### src/rtl/updown_game_ctrl.sv
// Up/down number-guessing sequencer: latches a target from random_num,
// grades player guesses and tracks attempts until win or try budget is spent.
module updown_game_ctrl #(
   parameter int unsigned MIN_VAL   = 1,
   parameter int unsigned MAX_VAL   = 99,
   parameter int unsigned MAX_TRIES = 10
) (
   input  logic       clk,
   input  logic       reset,
   input  logic       start,
   input  logic [6:0] rnd,
   input  logic       guess_valid,
   input  logic [6:0] guess,
   output logic       guess_ready,
   output logic       result_valid,
   output logic       hint_up,
   output logic       hint_down,
   output logic       correct,
   output logic       invalid,
   output logic [3:0] attempts,
   output logic       win,
   output logic       lose,
   output logic [6:0] target
);

   localparam logic [6:0] MIN_V = MIN_VAL[6:0];
   localparam logic [6:0] MAX_V = MAX_VAL[6:0];
   localparam logic [3:0] TRIES = MAX_TRIES[3:0];

   typedef enum logic [2:0] {
      IDLE,
      LOAD,
      PLAY,
      WIN,
      LOSE
   } state_t;

   state_t     state_q, state_d;
   logic [6:0] target_q, target_d;
   logic [3:0] attempts_q, attempts_d;
   logic       hint_up_q, hint_up_d;
   logic       hint_down_q, hint_down_d;
   logic       correct_q, correct_d;
   logic       result_valid_q, result_valid_d;
   logic       invalid_q, invalid_d;

   logic       rnd_ok;
   logic       guess_ok;

   assign rnd_ok   = (rnd >= MIN_V) && (rnd <= MAX_V);
   assign guess_ok = (guess >= MIN_V) && (guess <= MAX_V);

   always_comb begin
      state_d        = state_q;
      target_d       = target_q;
      attempts_d     = attempts_q;
      hint_up_d      = hint_up_q;
      hint_down_d    = hint_down_q;
      correct_d      = correct_q;
      result_valid_d = 1'b0;
      invalid_d      = 1'b0;

      unique case (state_q)
         IDLE, WIN, LOSE: begin
            if (start) begin
               state_d     = LOAD;
               attempts_d  = '0;
               hint_up_d   = 1'b0;
               hint_down_d = 1'b0;
               correct_d   = 1'b0;
            end
         end
         LOAD: begin
            if (rnd_ok) begin
               target_d = rnd;
               state_d  = PLAY;
            end
         end
         PLAY: begin
            // a restart takes priority and drops any guess in the same cycle
            if (start) begin
               state_d     = LOAD;
               attempts_d  = '0;
               hint_up_d   = 1'b0;
               hint_down_d = 1'b0;
               correct_d   = 1'b0;
            end else if (guess_valid) begin
               if (!guess_ok) begin
                  invalid_d = 1'b1;
               end else begin
                  attempts_d     = attempts_q + 4'd1;
                  result_valid_d = 1'b1;
                  hint_up_d      = guess < target_q;
                  hint_down_d    = guess > target_q;
                  correct_d      = guess == target_q;
                  if (guess == target_q)
                     state_d = WIN;
                  else if (attempts_d == TRIES)
                     state_d = LOSE;
               end
            end
         end
         default: state_d = IDLE;
      endcase
   end

   always_ff @(posedge clk or posedge reset) begin
      if (reset) begin
         state_q        <= IDLE;
         target_q       <= '0;
         attempts_q     <= '0;
         hint_up_q      <= 1'b0;
         hint_down_q    <= 1'b0;
         correct_q      <= 1'b0;
         result_valid_q <= 1'b0;
         invalid_q      <= 1'b0;
      end else begin
         state_q        <= state_d;
         target_q       <= target_d;
         attempts_q     <= attempts_d;
         hint_up_q      <= hint_up_d;
         hint_down_q    <= hint_down_d;
         correct_q      <= correct_d;
         result_valid_q <= result_valid_d;
         invalid_q      <= invalid_d;
      end
   end

   assign guess_ready  = (state_q == PLAY);
   assign win          = (state_q == WIN);
   assign lose         = (state_q == LOSE);
   assign target       = target_q;
   assign attempts     = attempts_q;
   assign hint_up      = hint_up_q;
   assign hint_down    = hint_down_q;
   assign correct      = correct_q;
   assign result_valid = result_valid_q;
   assign invalid      = invalid_q;

endmodule

### config.mk
export PLATFORM = sky130hd
export DESIGN_NAME = updown_game_ctrl
export DESIGN_NICKNAME = d
export VERILOG_FILES = /design/src/rtl/updown_game_ctrl.sv
export SDC_FILE = /design/constraint.sdc
export NUM_CORES = 1
export LEC_CHECK = 0
export CELL_PAD_IN_SITES_DETAIL_PLACEMENT = 1
export CELL_PAD_IN_SITES_GLOBAL_PLACEMENT = 1
export CORE_MARGIN = 1
export CORE_UTILIZATION = 35
export DETAILED_ROUTE_END_ITERATION = 6
export MAX_ROUTING_LAYER = met4
export PLACE_DENSITY = 0.76
export SETUP_SLACK_MARGIN = 0.1
export SYNTH_ARGS = -nofsm -noshare
export SYNTH_HDL_FRONTEND = slang
export SYNTH_SLANG_ARGS = --single-unit
### constraint.sdc
create_clock -name clk -period 2.2 [get_ports clk]
set_clock_uncertainty 0.05 [all_clocks]
set_input_delay 0.33 -clock clk [delete_from_list [all_inputs] [get_ports clk]]
set_output_delay 0.33 -clock clk [all_outputs]
set_load 0.1 [all_outputs]
### Yosys cells after proc, flatten, opt, wreduce, memory -nomap -nowiden

Index checks and enable logic that the tools add are counted.

| storage, ports and cells | value |
|---|---|
| register bits | 19 |
| input port bits | 18 |
| word-level logic and storage cells | 68 |

| operators by class | value |
|---|---|
| $add $sub $neg | 1 |
| magnitude comparators | 6 |
| equality and inequality tests | 11 |
| mux-type cells | 34 |
| reductions and logical operators | 8 |

Operators with widths:

| kind | count |
|---|---|
| two-way mux 3 bit | 7 |
| two-way mux 1 bit | 18 |
| two-way mux 4 bit | 4 |
| >= comparator 7 x 1 -> 1 bit, second input constant | 2 |
| less-or-equal comparator 7 bit, second input constant | 2 |
| one-hot mux 3 bit (3 select lines) | 1 |
| one-hot mux 4 bit (2 select lines) | 1 |
| equality test 7 bit | 1 |
| > comparator 7 bit | 1 |
| < comparator 7 bit | 1 |
| equality test 3 x 2 -> 1 bit, second input constant | 2 |
| one-hot mux 1 bit (2 select lines) | 3 |
| AND reduction 5 bit | 1 |
| adder 4 x 1 -> 4 bit, second input constant | 1 |
| equality test 4 bit, second input constant | 1 |
| != test 2 bit, second input constant | 2 |
| != test 4 x 2 -> 1 bit, second input constant | 1 |
| AND reduction 4 bit | 1 |
| equality test 3 x 1 -> 1 bit, second input constant | 1 |
| equality test 3 bit, second input constant | 1 |
| zero test 3 bit | 1 |
| != test 3 x 2 -> 1 bit, second input constant | 1 |
| != test 3 bit, second input constant | 1 |
| OR reduction 3 bit | 1 |
| 3 further kinds | 4 |

### Longest topological paths before layout

| logic depth | value |
|---|---|
| depth after elaboration | 8 |
| depth in mapped cells | 7 |
| mapped depth without buffers | 7 |

### Worst setup path after synthesis

No wires, ideal clock.

| path | value |
|---|---|
| path kind | register to output |
| start point | register state_q[2] |
| end point | output port lose |
| data arrival time | 2,712 ps |
| required time | 1,820 ps |
| slack | -892 ps |
| stages on the path, launching flop included | 2 |
| path buffers | 0 |
| cells stage by stage | dfrtp_1 nor3b_1 |

| between the ends | value |
|---|---|
| longest elaborated chain between the ends | 1 |

Ends and longest elaborated chain:

| item | line | text |
|---|---|---|
| from (decl) | 38 | `state_t state_q, state_d;` |
| from (signal assigned) | 118 | `state_q <= state_d;` |
| equality test 3 bit | 131 | `assign lose = (state_q == LOSE);` |
| to (decl) | 22 | `output logic lose,` |

Every way passes these cells.

### Final worst setup path

| path | value |
|---|---|
| start point | input port rnd[6] |
| end point | register state_q[2] |

| between the ends | value |
|---|---|
| longest elaborated chain between the ends | 4 |
| elaborated cells between the ends (all ways) | 5 |
| classes of those cells | order compare (2); eq/ne (1); reduce/logical (2) |

Ends and longest elaborated chain:

| item | line | text |
|---|---|---|
| from (decl) | 11 | `input logic [6:0] rnd,` |
| >= comparator 7 x 1 -> 1 bit or less-or-equal comparator 7 bit (tied branches) | 50 | `assign rnd_ok = (rnd >= MIN_V) && (rnd <= MAX_V);` |
| logical AND 1 bit * | 50 |  |
| != test 2 bit (no source line) * | n/a |  |
| AND reduction 5 bit (no source line) * | n/a |  |

Mark *: on every way between the ends. The rest lies on a longest branch, timed or not.
A chain may end at the register's enable or synchronous reset.

==> qor.txt <==
=================================================================================
Synthesis-stage register bit count                                             19
Largest vdd supply drop                                                  0.727 mV
Place WS                                                                  -175 ps
Number of clock buffers inserted by TritonCTS                                   3
Maximum number of pins on one net before global-route repair                   20
Total via count in the routed design                                         1108
Post_cts resized                                                                0
FP Rows                                                                        21
Setup-failing EPs final                                                         0
Initial DRC count                                                              18
Critical path class                                                        in2reg
Number of top-level pins                                                       37
Minimum setup slack in the final design                                    170 ps
RSZ-0062 raised after global routing                                           no
Highest fanout seen on the critical path                                        3
Areal power density over the cells                                    1320 nW/um2
Number of antenna violations at the first check in global routing               0
Tmin final                                                                2030 ps
Leakage power summed over all cells                                      0.832 nW
Worst path required time                                                  2350 ps
Top-area cell type share of the netlist area                                39.1%
YS warnings                                                                     0
Top post-synthesis cells by count                                    dfrtp_1 (19), nand2_1 (17), inv_1 (13)
Clock Root Buffer                                                        clkbuf_4
Dominant cells by area after synthesis                               dfrtp_1 (39%), ha_1 (9.3%), nand2_1 (5.3%)
Maxcap violations                                                               0
Part of the Yosys area used for sequential elements                         39.1%
Least-Margin Pin Slew                                                      389 ps
Post-Syn Area per Cell                                                   10.1 um2
Die width                                                                 60.9 um
Number of flops mapped to enable cells by yosys                                 0
Number of buffers on the longest clock path                                     2
Area inside the core boundary                                            3340 um2
Classification of the worst-slack hold path                              in2async
Starting Density                                                            36.4%
Final antenna-violating net count                                               0
Sum of negative setup slack                                                  0 ps
Via count of the first global-routing pass                                   1208
Number of instances in the synthesized netlist                                120
Main flop type after synthesis                                            dfrtp_1
R2R cell count                                                                  7
Clock slew seen by the registers of the worst setup and hold paths         110 ps
DRC Markers                                                                     0
Placer Congestion                                                           0.856
Post-DR vias/cell                                                            5.01
Grt total ovfl                                                                  0
GR Util All Layers                                                          21.7%
Vertical die dimension                                                    60.9 um
Post-synth top area cell                                                  dfrtp_1
Global-route wire length before repair                                    5660 um
Element type at the critical path end                                        flop
Async set or reset register ratio after synthesis                            100%
I/O Buffers                                                                    36
Clock tree from TritonCTS                                                   built
Count leader, synth                                                       dfrtp_1
Number of antenna cells inserted                                                0
Clock tree sinks                                                               19
Post-CTS Hold Fix Bufs                                                          0
Maximum clock frequency                                                 0.493 GHz
Count of nets after finishing                                                 203
Max_slew headroom                                                           73.7%
Net count after synthesis                                                     147
Launching element type of the critical path                             input pin
Result of the run                                                    complete, no violations
Post-route fraction of the period consumed by the critical path             92.3%
Yosys cell types                                                               42
Final core area utilization                                                 54.1%
Routed wirelength normalized by instance count                            15.5 um
WL final                                                                  3430 um
Detail Placement HPWL                                                     2840 um
Final Hold Viols                                                                0
Crit path arrival time                                                    2180 ps
First-pass detailed-route iteration total                                       4
Full die area                                                            3710 um2
Share of cells above drive strength 1                                       36.0%
Total power of the final layout                                           2.38 mW
Source-to-sink clock delay at the later pin of the worst-skew pair         310 ps
Summed instance area of the synthesized netlist                          1210 um2
Buffer count from post-CTS setup fixing                                         0
Area added between synthesis and finish                                     48.5%
Maximum level of the CTS H-tree                                                 1
Max-slew violation total from the final report                                  0
=================================================================================
==> where the power goes <==
part           internal (mW)  switching, mW
Clock                 0.0709          0.115
Sequential             0.454          0.100
Combinational          0.521           1.12
Total                   1.05           1.34
==> worst max-delay path: stages <==
cell             delay, ps
clkdlybuf4s50_1        440
or4_4                  560
o41ai_4                300
nand3_2                120
o221ai_2               110
mux2_4                 320
==> registers in the layout, indices dropped and copies added, names as in the netlist <==
register	cells
hint_up	1
state_q	3
correct	1
target	7
attempts	4
invalid	1
result_valid	1
hint_down	1
==> logic make-up after synthesis <==
group / count (synthesis) / synth area share [%]
buffers and inverters: 15 / 5.05
adder cells (fa/ha/maj): 9 / 9.27
XOR/XNOR: 1 / 0.721
flip-flops: 19 / 39.1
multiplexers: 4 / 4.22
AND/OR/NAND/NOR: 41 / 20.5
AO/OA/AOI/OAI: 31 / 21.1
==> metrics by stage <==
stage          instances  hold slack [ps]  area [um2]
3_3_place_gp         217              414        1780
4_1_cts              221              298        1800
3_5_place_dp         217              436        1780
6_report             221              297        1800
2_1_floorplan        120              231        1240
5_1_grt              221              321        1800
==> cell usage in the layout, fill, tap and decap left out, types with 2 or more instances in the layout <==
cell             count
ha_1                 9
o31ai_1              2
buf_4               32
or4_4                2
nand4_1              2
o21ai_0              5
o311ai_1             2
o21ai_1              7
and3_1               2
mux2_4               2
a21oi_1              4
dfrtp_2              5
clkbuf_4             3
buf_12               4
nor2_1               3
nand2_1             16
nor2b_1              2
clkdlybuf4s50_1     17
inv_1               13
o21a_1               2
dfrtp_1             14
==> layout make-up <==
type	instances	area (um2)
Inverter	13	48.8
Clock buffer	4	26.3
Fill cell	399	1530
Multi-Input combinational cell	86	699
Timing Repair Buffer	53	490
Tap cell	46	57.6
Sequential cell	19	482
==> path summary, 6_finish.rpt <==
path | startpoint | to | slack, ps
worst min-delay path | reset | attempts[2]$_DFFE_PP0P_ | 300
min in group clk | hint_down$_DFFE_PP0P_ | hint_down$_DFFE_PP0P_ | 450
max in group asynchronous | reset | state_q[2]$_DFFE_PP0P_ | 1580
worst max register to register | target[6]$_DFFE_PP0P_ | state_q[2]$_DFFE_PP0P_ | 330
worst min register to register | hint_down$_DFFE_PP0P_ | hint_down$_DFFE_PP0P_ | 450
worst max-delay path | rnd[6] | state_q[2]$_DFFE_PP0P_ | 170
==> layer usage <==
metal / wire, um / vias up / track usage (%) / share of wire, %
met2: 1730 / 24 / 37.4 / 51
li1: - / 544 / - / -
met3: 84 / 5 / 2.77 / 2.4
met4: 46 / 0 / 6.82 / 1.3
met1: 1570 / 535 / 26.2 / 46
met5: 0 / - / - / 0
(Power assumes the default switching activity.)
